<file path="src/rtl/aes_key_pkg.sv">
// Shared AES-128 key-schedule types and helpers: word type, schedule FSM
// states, round constants and RotWord.
package aes_key_pkg;

  typedef logic [31:0] word_t;

  typedef enum logic [1:0] {
    IDLE = 2'd0,
    EMIT = 2'd1,
    SUB  = 2'd2
  } state_e;

  localparam logic [7:0] RCON [1:10] = '{
    8'h01, 8'h02, 8'h04, 8'h08, 8'h10, 8'h20, 8'h40, 8'h80, 8'h1b, 8'h36
  };

  function automatic word_t rot_word(input word_t w);
    return {w[23:0], w[31:24]};
  endfunction

  // Round 0 has no Rcon; any out-of-table round yields zero.
  function automatic logic [7:0] rcon_of(input logic [3:0] r);
    logic [7:0] v;
    v = 8'h00;
    if (r >= 4'd1 && r <= 4'd10) v = RCON[r];
    return v;
  endfunction

endpackage

</file>
<file path="src/rtl/aes_sbox.sv">
// Combinational AES forward S-box as a 256-entry lookup.
module aes_sbox (
  input  logic [7:0] a_i,
  output logic [7:0] s_o
);

  always_comb begin
    s_o = 8'h00;
    case (a_i)
      8'h00: s_o = 8'h63; 8'h01: s_o = 8'h7c; 8'h02: s_o = 8'h77; 8'h03: s_o = 8'h7b; 8'h04: s_o = 8'hf2; 8'h05: s_o = 8'h6b; 8'h06: s_o = 8'h6f; 8'h07: s_o = 8'hc5;
      8'h08: s_o = 8'h30; 8'h09: s_o = 8'h01; 8'h0a: s_o = 8'h67; 8'h0b: s_o = 8'h2b; 8'h0c: s_o = 8'hfe; 8'h0d: s_o = 8'hd7; 8'h0e: s_o = 8'hab; 8'h0f: s_o = 8'h76;
      8'h10: s_o = 8'hca; 8'h11: s_o = 8'h82; 8'h12: s_o = 8'hc9; 8'h13: s_o = 8'h7d; 8'h14: s_o = 8'hfa; 8'h15: s_o = 8'h59; 8'h16: s_o = 8'h47; 8'h17: s_o = 8'hf0;
      8'h18: s_o = 8'had; 8'h19: s_o = 8'hd4; 8'h1a: s_o = 8'ha2; 8'h1b: s_o = 8'haf; 8'h1c: s_o = 8'h9c; 8'h1d: s_o = 8'ha4; 8'h1e: s_o = 8'h72; 8'h1f: s_o = 8'hc0;
      8'h20: s_o = 8'hb7; 8'h21: s_o = 8'hfd; 8'h22: s_o = 8'h93; 8'h23: s_o = 8'h26; 8'h24: s_o = 8'h36; 8'h25: s_o = 8'h3f; 8'h26: s_o = 8'hf7; 8'h27: s_o = 8'hcc;
      8'h28: s_o = 8'h34; 8'h29: s_o = 8'ha5; 8'h2a: s_o = 8'he5; 8'h2b: s_o = 8'hf1; 8'h2c: s_o = 8'h71; 8'h2d: s_o = 8'hd8; 8'h2e: s_o = 8'h31; 8'h2f: s_o = 8'h15;
      8'h30: s_o = 8'h04; 8'h31: s_o = 8'hc7; 8'h32: s_o = 8'h23; 8'h33: s_o = 8'hc3; 8'h34: s_o = 8'h18; 8'h35: s_o = 8'h96; 8'h36: s_o = 8'h05; 8'h37: s_o = 8'h9a;
      8'h38: s_o = 8'h07; 8'h39: s_o = 8'h12; 8'h3a: s_o = 8'h80; 8'h3b: s_o = 8'he2; 8'h3c: s_o = 8'heb; 8'h3d: s_o = 8'h27; 8'h3e: s_o = 8'hb2; 8'h3f: s_o = 8'h75;
      8'h40: s_o = 8'h09; 8'h41: s_o = 8'h83; 8'h42: s_o = 8'h2c; 8'h43: s_o = 8'h1a; 8'h44: s_o = 8'h1b; 8'h45: s_o = 8'h6e; 8'h46: s_o = 8'h5a; 8'h47: s_o = 8'ha0;
      8'h48: s_o = 8'h52; 8'h49: s_o = 8'h3b; 8'h4a: s_o = 8'hd6; 8'h4b: s_o = 8'hb3; 8'h4c: s_o = 8'h29; 8'h4d: s_o = 8'he3; 8'h4e: s_o = 8'h2f; 8'h4f: s_o = 8'h84;
      8'h50: s_o = 8'h53; 8'h51: s_o = 8'hd1; 8'h52: s_o = 8'h00; 8'h53: s_o = 8'hed; 8'h54: s_o = 8'h20; 8'h55: s_o = 8'hfc; 8'h56: s_o = 8'hb1; 8'h57: s_o = 8'h5b;
      8'h58: s_o = 8'h6a; 8'h59: s_o = 8'hcb; 8'h5a: s_o = 8'hbe; 8'h5b: s_o = 8'h39; 8'h5c: s_o = 8'h4a; 8'h5d: s_o = 8'h4c; 8'h5e: s_o = 8'h58; 8'h5f: s_o = 8'hcf;
      8'h60: s_o = 8'hd0; 8'h61: s_o = 8'hef; 8'h62: s_o = 8'haa; 8'h63: s_o = 8'hfb; 8'h64: s_o = 8'h43; 8'h65: s_o = 8'h4d; 8'h66: s_o = 8'h33; 8'h67: s_o = 8'h85;
      8'h68: s_o = 8'h45; 8'h69: s_o = 8'hf9; 8'h6a: s_o = 8'h02; 8'h6b: s_o = 8'h7f; 8'h6c: s_o = 8'h50; 8'h6d: s_o = 8'h3c; 8'h6e: s_o = 8'h9f; 8'h6f: s_o = 8'ha8;
      8'h70: s_o = 8'h51; 8'h71: s_o = 8'ha3; 8'h72: s_o = 8'h40; 8'h73: s_o = 8'h8f; 8'h74: s_o = 8'h92; 8'h75: s_o = 8'h9d; 8'h76: s_o = 8'h38; 8'h77: s_o = 8'hf5;
      8'h78: s_o = 8'hbc; 8'h79: s_o = 8'hb6; 8'h7a: s_o = 8'hda; 8'h7b: s_o = 8'h21; 8'h7c: s_o = 8'h10; 8'h7d: s_o = 8'hff; 8'h7e: s_o = 8'hf3; 8'h7f: s_o = 8'hd2;
      8'h80: s_o = 8'hcd; 8'h81: s_o = 8'h0c; 8'h82: s_o = 8'h13; 8'h83: s_o = 8'hec; 8'h84: s_o = 8'h5f; 8'h85: s_o = 8'h97; 8'h86: s_o = 8'h44; 8'h87: s_o = 8'h17;
      8'h88: s_o = 8'hc4; 8'h89: s_o = 8'ha7; 8'h8a: s_o = 8'h7e; 8'h8b: s_o = 8'h3d; 8'h8c: s_o = 8'h64; 8'h8d: s_o = 8'h5d; 8'h8e: s_o = 8'h19; 8'h8f: s_o = 8'h73;
      8'h90: s_o = 8'h60; 8'h91: s_o = 8'h81; 8'h92: s_o = 8'h4f; 8'h93: s_o = 8'hdc; 8'h94: s_o = 8'h22; 8'h95: s_o = 8'h2a; 8'h96: s_o = 8'h90; 8'h97: s_o = 8'h88;
      8'h98: s_o = 8'h46; 8'h99: s_o = 8'hee; 8'h9a: s_o = 8'hb8; 8'h9b: s_o = 8'h14; 8'h9c: s_o = 8'hde; 8'h9d: s_o = 8'h5e; 8'h9e: s_o = 8'h0b; 8'h9f: s_o = 8'hdb;
      8'ha0: s_o = 8'he0; 8'ha1: s_o = 8'h32; 8'ha2: s_o = 8'h3a; 8'ha3: s_o = 8'h0a; 8'ha4: s_o = 8'h49; 8'ha5: s_o = 8'h06; 8'ha6: s_o = 8'h24; 8'ha7: s_o = 8'h5c;
      8'ha8: s_o = 8'hc2; 8'ha9: s_o = 8'hd3; 8'haa: s_o = 8'hac; 8'hab: s_o = 8'h62; 8'hac: s_o = 8'h91; 8'had: s_o = 8'h95; 8'hae: s_o = 8'he4; 8'haf: s_o = 8'h79;
      8'hb0: s_o = 8'he7; 8'hb1: s_o = 8'hc8; 8'hb2: s_o = 8'h37; 8'hb3: s_o = 8'h6d; 8'hb4: s_o = 8'h8d; 8'hb5: s_o = 8'hd5; 8'hb6: s_o = 8'h4e; 8'hb7: s_o = 8'ha9;
      8'hb8: s_o = 8'h6c; 8'hb9: s_o = 8'h56; 8'hba: s_o = 8'hf4; 8'hbb: s_o = 8'hea; 8'hbc: s_o = 8'h65; 8'hbd: s_o = 8'h7a; 8'hbe: s_o = 8'hae; 8'hbf: s_o = 8'h08;
      8'hc0: s_o = 8'hba; 8'hc1: s_o = 8'h78; 8'hc2: s_o = 8'h25; 8'hc3: s_o = 8'h2e; 8'hc4: s_o = 8'h1c; 8'hc5: s_o = 8'ha6; 8'hc6: s_o = 8'hb4; 8'hc7: s_o = 8'hc6;
      8'hc8: s_o = 8'he8; 8'hc9: s_o = 8'hdd; 8'hca: s_o = 8'h74; 8'hcb: s_o = 8'h1f; 8'hcc: s_o = 8'h4b; 8'hcd: s_o = 8'hbd; 8'hce: s_o = 8'h8b; 8'hcf: s_o = 8'h8a;
      8'hd0: s_o = 8'h70; 8'hd1: s_o = 8'h3e; 8'hd2: s_o = 8'hb5; 8'hd3: s_o = 8'h66; 8'hd4: s_o = 8'h48; 8'hd5: s_o = 8'h03; 8'hd6: s_o = 8'hf6; 8'hd7: s_o = 8'h0e;
      8'hd8: s_o = 8'h61; 8'hd9: s_o = 8'h35; 8'hda: s_o = 8'h57; 8'hdb: s_o = 8'hb9; 8'hdc: s_o = 8'h86; 8'hdd: s_o = 8'hc1; 8'hde: s_o = 8'h1d; 8'hdf: s_o = 8'h9e;
      8'he0: s_o = 8'he1; 8'he1: s_o = 8'hf8; 8'he2: s_o = 8'h98; 8'he3: s_o = 8'h11; 8'he4: s_o = 8'h69; 8'he5: s_o = 8'hd9; 8'he6: s_o = 8'h8e; 8'he7: s_o = 8'h94;
      8'he8: s_o = 8'h9b; 8'he9: s_o = 8'h1e; 8'hea: s_o = 8'h87; 8'heb: s_o = 8'he9; 8'hec: s_o = 8'hce; 8'hed: s_o = 8'h55; 8'hee: s_o = 8'h28; 8'hef: s_o = 8'hdf;
      8'hf0: s_o = 8'h8c; 8'hf1: s_o = 8'ha1; 8'hf2: s_o = 8'h89; 8'hf3: s_o = 8'h0d; 8'hf4: s_o = 8'hbf; 8'hf5: s_o = 8'he6; 8'hf6: s_o = 8'h42; 8'hf7: s_o = 8'h68;
      8'hf8: s_o = 8'h41; 8'hf9: s_o = 8'h99; 8'hfa: s_o = 8'h2d; 8'hfb: s_o = 8'h0f; 8'hfc: s_o = 8'hb0; 8'hfd: s_o = 8'h54; 8'hfe: s_o = 8'hbb; 8'hff: s_o = 8'h16;
    endcase
  end

endmodule

</file>
<file path="src/rtl/aes_inv_key_sched.sv">
// Iterative inverse AES-128 key schedule: starts from the round-10 key and
// walks back to round 0, emitting each round key over a valid/ready port.
module aes_inv_key_sched
  import aes_key_pkg::*;
#(
  parameter int BYTE_SERIAL = 1
) (
  input  logic         clk,
  input  logic         rst_n,
  input  logic         start,
  input  logic [127:0] last_key,
  output logic [127:0] key_out,
  output logic [3:0]   RD,
  output logic         key_valid,
  input  logic         key_ready,
  output logic         busy,
  output logic         done
);

  // Handshake: a key transfers on any rising edge where key_valid and
  // key_ready are both high; while key_valid is high and key_ready low,
  // key_out and RD hold. key_ready with key_valid low has no effect.

  state_e       state_q, state_d;
  logic [127:0] key_q, key_d;
  logic [3:0]   rd_q, rd_d;
  logic         done_q, done_d;

  word_t c0, c1, c2, c3;
  word_t p0, p1, p2, p3;
  word_t rw, t;
  logic  step_last;

  assign c0 = key_q[127:96];
  assign c1 = key_q[95:64];
  assign c2 = key_q[63:32];
  assign c3 = key_q[31:0];

  // Undo w[i] = w[i-1] ^ w[i-4] for the three plain words, then the
  // SubWord/RotWord/Rcon word using the already-recovered previous w3.
  assign p3 = c3 ^ c2;
  assign p2 = c2 ^ c1;
  assign p1 = c1 ^ c0;
  assign rw = rot_word(p3);
  assign p0 = c0 ^ t ^ {rcon_of(rd_q), 24'h000000};

  if (BYTE_SERIAL != 0) begin : g_serial
    logic [1:0]  cnt_q;
    logic [23:0] t_q;
    logic [7:0]  sb_in, sb_out;

    always_comb begin
      sb_in = rw[31:24];
      case (cnt_q)
        2'd1:    sb_in = rw[23:16];
        2'd2:    sb_in = rw[15:8];
        2'd3:    sb_in = rw[7:0];
        default: sb_in = rw[31:24];
      endcase
    end

    aes_sbox u_sbox (.a_i(sb_in), .s_o(sb_out));

    always_ff @(posedge clk or negedge rst_n) begin
      if (!rst_n) begin
        cnt_q <= 2'd0;
        t_q   <= 24'h000000;
      end else if (state_q == SUB) begin
        cnt_q <= cnt_q + 2'd1;
        t_q   <= {t_q[15:0], sb_out};
      end else begin
        cnt_q <= 2'd0;
      end
    end

    // Byte 3 is consumed live from the S-box on the final count.
    assign t         = {t_q, sb_out};
    assign step_last = (cnt_q == 2'd3);
  end else begin : g_parallel
    for (genvar i = 0; i < 4; i++) begin : g_sb
      aes_sbox u_sbox (.a_i(rw[31-8*i -: 8]), .s_o(t[31-8*i -: 8]));
    end
    assign step_last = 1'b1;
  end

  always_comb begin
    state_d = state_q;
    key_d   = key_q;
    rd_d    = rd_q;
    done_d  = 1'b0;
    case (state_q)
      IDLE: begin
        if (start) begin
          key_d   = last_key;
          rd_d    = 4'd10;
          state_d = EMIT;
        end
      end
      EMIT: begin
        if (key_ready) begin
          if (rd_q == 4'd0) begin
            state_d = IDLE;
            done_d  = 1'b1;
          end else begin
            state_d = SUB;
          end
        end
      end
      SUB: begin
        if (step_last) begin
          key_d   = {p0, p1, p2, p3};
          rd_d    = rd_q - 4'd1;
          state_d = EMIT;
        end
      end
      default: state_d = IDLE;
    endcase
  end

  always_ff @(posedge clk or negedge rst_n) begin
    if (!rst_n) begin
      state_q <= IDLE;
      key_q   <= '0;
      rd_q    <= 4'd0;
      done_q  <= 1'b0;
    end else begin
      state_q <= state_d;
      key_q   <= key_d;
      rd_q    <= rd_d;
      done_q  <= done_d;
    end
  end

  assign key_out   = key_q;
  assign RD        = rd_q;
  assign key_valid = (state_q == EMIT);
  assign busy      = (state_q != IDLE);
  assign done      = done_q;

endmodule

</file>
<file path="config.mk">
export PLATFORM = sky130hd
export DESIGN_NAME = aes_inv_key_sched
export DESIGN_NICKNAME = d
export VERILOG_FILES = /design/src/rtl/aes_key_pkg.sv /design/src/rtl/aes_sbox.sv /design/src/rtl/aes_inv_key_sched.sv
export SDC_FILE = /design/constraint.sdc
export NUM_CORES = 1
export LEC_CHECK = 0
export BUFFER_PORTS_ARGS = -buffer_cell sky130_fd_sc_hd__buf_4
export CAP_MARGIN = 10
export CORE_MARGIN = 4
export CORE_UTILIZATION = 40
export DETAILED_ROUTE_END_ITERATION = 6
export GPL_ROUTABILITY_DRIVEN = 1
export SLEW_MARGIN = 0
export SYNTH_ARGS = -nofsm -noshare
export SYNTH_HDL_FRONTEND = slang
export SYNTH_SLANG_ARGS = --single-unit
</file>
<file path="constraint.sdc">
create_clock -name clk -period 7.2 [get_ports clk]
set_input_delay 0.36 -clock clk [delete_from_list [all_inputs] [get_ports clk]]
set_output_delay 0.36 -clock clk [all_outputs]
set_load 0.005 [all_outputs]
</file>
==> flow_metrics.tcl <==
set metrics [dict create \
    drv_cap 0 \
    path_max_fanout 27 \
    route.detailed.vias_per_inst 6.497 \
    drc 0 \
    fin_nets 1885 \
    cp_cell_sequence "ha_1, a222oi_1, mux2i_4, clkinv_4, buf_4, ha_1, inv_1, a211o_1, o22ai_1, nor3b_1, o311ai_1, o21ai_1, nor4_2, a21oi_1, a2bb2oi_1" \
    clockBufferDepth 2 \
    synth_cells 1561 \
    clock.fmax_mhz 187.8 \
    final_common_cell "buf_4" \
    fin_crit_sh 0.7397 \
    setup_tns_ns 0 \
    place_congestion 1.007 \
    fin_util 0.4953 \
    cp.required_ns 7.50 \
    regArea_um2 4029 \
    period_minus_slack_ns 5.326 \
    rsz0062_at_grt "false" \
    synthDistinctLibCells 88 \
    die_h_um 180.9 \
    overflow 0 \
    worstPathArrival_ns 5.63 \
    initial_utilization 0.4044 \
    drv_slew 0 \
    dr.pass1.iters 6 \
    die_w_um 180.9 \
    layout_common_cells "289 x buf_4, 245 x o21ai_0, 242 x nor2_1, 161 x dfrtp_1, 134 x nand2_1" \
    syn_nets 1711 \
    ys_seq_elements 161 \
    synthesis.area_um2 11950 \
    clk_pin_slew_ns 0.08 \
    boundaryPins 267 \
    dr_wl_met3_um 5423 \
    yosysWarnings 0 \
    maxSlewHeadroom 0.1142 \
    timing.rr.start "g_serial.cnt_q[0]" \
    syn_to_final_growth_pct 22.49 \
    crit_type "flip-flop to flip-flop" \
    hpwl_um 42450 \
    critPathCaptureType "flip-flop" \
    cts.repair.resized 0 \
    drive_gt1_frac 0.2117 \
    synth_edf_count 0 \
    ys_seq_area_frac 0.3371 \
    multi_input_area_um2 7216 \
    routedWlPerCell_um 27.63 \
    core_area_um2 29560 \
    track_usage 0.3482 \
    routed.top_layer "met5" \
    clk_latency_ns 0.45 \
    synth-main-ff-cell "dfrtp_1" \
    cts_tree "done" \
    h-tree-depth 4 \
    die_area_um2 32710 \
    status "completed" \
    grt_pass1_wl_um 87150 \
    antenna_cells 0 \
    drt-met1-wl_um 24810 \
    nFillCells 3009 \
    port_buffers 266 \
    fin_worst_skew_ns 0.02025 \
    drt-initial-drc-count 1865 \
    totalWireLength_um 59070 \
    holdCritPathClass "input pin to flip-flop" \
    finalHoldViolCount 0 \
    critPathLaunch "g_serial.cnt_q[0]" \
    cpMostUsedCell "ha_1" \
    grt_max_degree 223 \
    grt_pass1_vias 13240 \
    tightest_slew_ns 1.315 \
    hold_start "key_ready" \
    setup_viol 0 \
    cp-start-kind "flip-flop" \
    slowest_stage "a222oi_1" \
    root_buffer "clkbuf_16" \
    rows 63 \
    critPathMaxStageDelay_ns 0.56 \
    cts_buffers 17 \
    antenna_found_initial 1 \
    final_antenna_net_count 0 \
    num_vias 13891 \
    cts.sinks 161 \
    avgSynthCellArea_um2 7.657 \
    synthArstFlopShare 1.000 \
    wl_met2_um 25740 \
]
==> worst max-delay path: cells and delay by family (launching register included) <==
| kind | cells | cell delay, ns |
|---|---|---|
| compound gates | 7 | 2.33 |
| fa+ha+maj | 2 | 0.97 |
| buf+inv | 3 | 0.68 |
| flops | 1 | 0.42 |
| mux | 1 | 0.14 |
| simple gates | 2 | 0.63 |
==> synthesized netlist by cell type, types with 18 or more instances <==
cell type,number,area (um2)
clkbuf_1,76,285.3
o21ai_0,245,1226
o21ai_1,19,95.09
buf_2,29,145.1
a21oi_1,112,560.5
dfrtp_1,161,4029
nand3_1,55,275.3
nand2_1,135,506.7
xor2_1,29,254.0
a22oi_1,72,540.5
nor3_1,24,120.1
o211ai_1,18,135.1
o22ai_1,30,187.7
ha_1,18,225.2
nor2_1,242,908.4
==> state kept, by name (all words and copies together) (netlist names) <==
register,count
key_out,128
g_serial.t_q,24
RD,4
g_serial.cnt_q,2
state_q,2
done,1
==> worst paths after layout <==
path | end | slack (ns) | cells after the start
setup / recovery | key_out[96] | 1.87 | 15
hold reg to reg | g_serial.cnt_q[0] | 0.51 | 1
setup reg to reg | key_out[96] | 1.87 | 15
max in group asynchronous | key_out[15] | 5.13 | 3
min in group asynchronous | key_out[116] | 0.51 | 2
hold / removal | state_q[0] | 0.12 | 2
==> kinds of logic after synthesis <==
| kind of cell | after synthesis | synth area share |
|---|---|---|
| AOI/OAI and AO/OA | 660 | 0.3506 |
| and+or+nand+nor | 509 | 0.1827 |
| DFF | 161 | 0.3371 |
| buffers and inverters | 153 | 0.06343 |
| xor gates and xnor gates | 46 | 0.03433 |
| adders and majority gates | 18 | 0.01884 |
| muxes | 14 | 0.01308 |
==> routing by layer <==
layer  GRT usage  vias up
li1            -     6129
met1      0.4832     6771
met2      0.5127      804
met3     0.08899      185
met4      0.1549        2
met5           0        -
==> stage by stage <==
step | cell area (um2) | std cells | setup slack (ns) | hold slack [ns]
2_1_floorplan | 11950 | 1561 | 3.388 | 0.06441
4_1_cts | 14640 | 2138 | 2.052 | 0.09671
3_5_place_dp | 14010 | 2105 | 2.069 | 0.4685
6_report | 14640 | 2138 | 1.874 | 0.1163
5_1_grt | 14640 | 2138 | 1.650 | 0.09380
3_3_place_gp | 14010 | 2105 | 2.061 | 0.4751
==> cell type report <==
class / instances / share of cell area
timing repair buffer: 293 / 0.1524
clock buffer: 17 / 0.02906
sequential: 161 / 0.2752
inverter: 15 / 0.004188
clock inverter: 15 / 0.01299
tap: 390 / 0.03333
multi-input combinational: 1247 / 0.4929
==> timing repair <==
action	4_1_cts	5_1_grt
endpoints found under the hold margin	9	0
hold buffers	1	0
buffers inserted	0	0
Power is not shown: default switching activity piles up to over one toggle a cycle in this logic, so the estimate is an artifact.
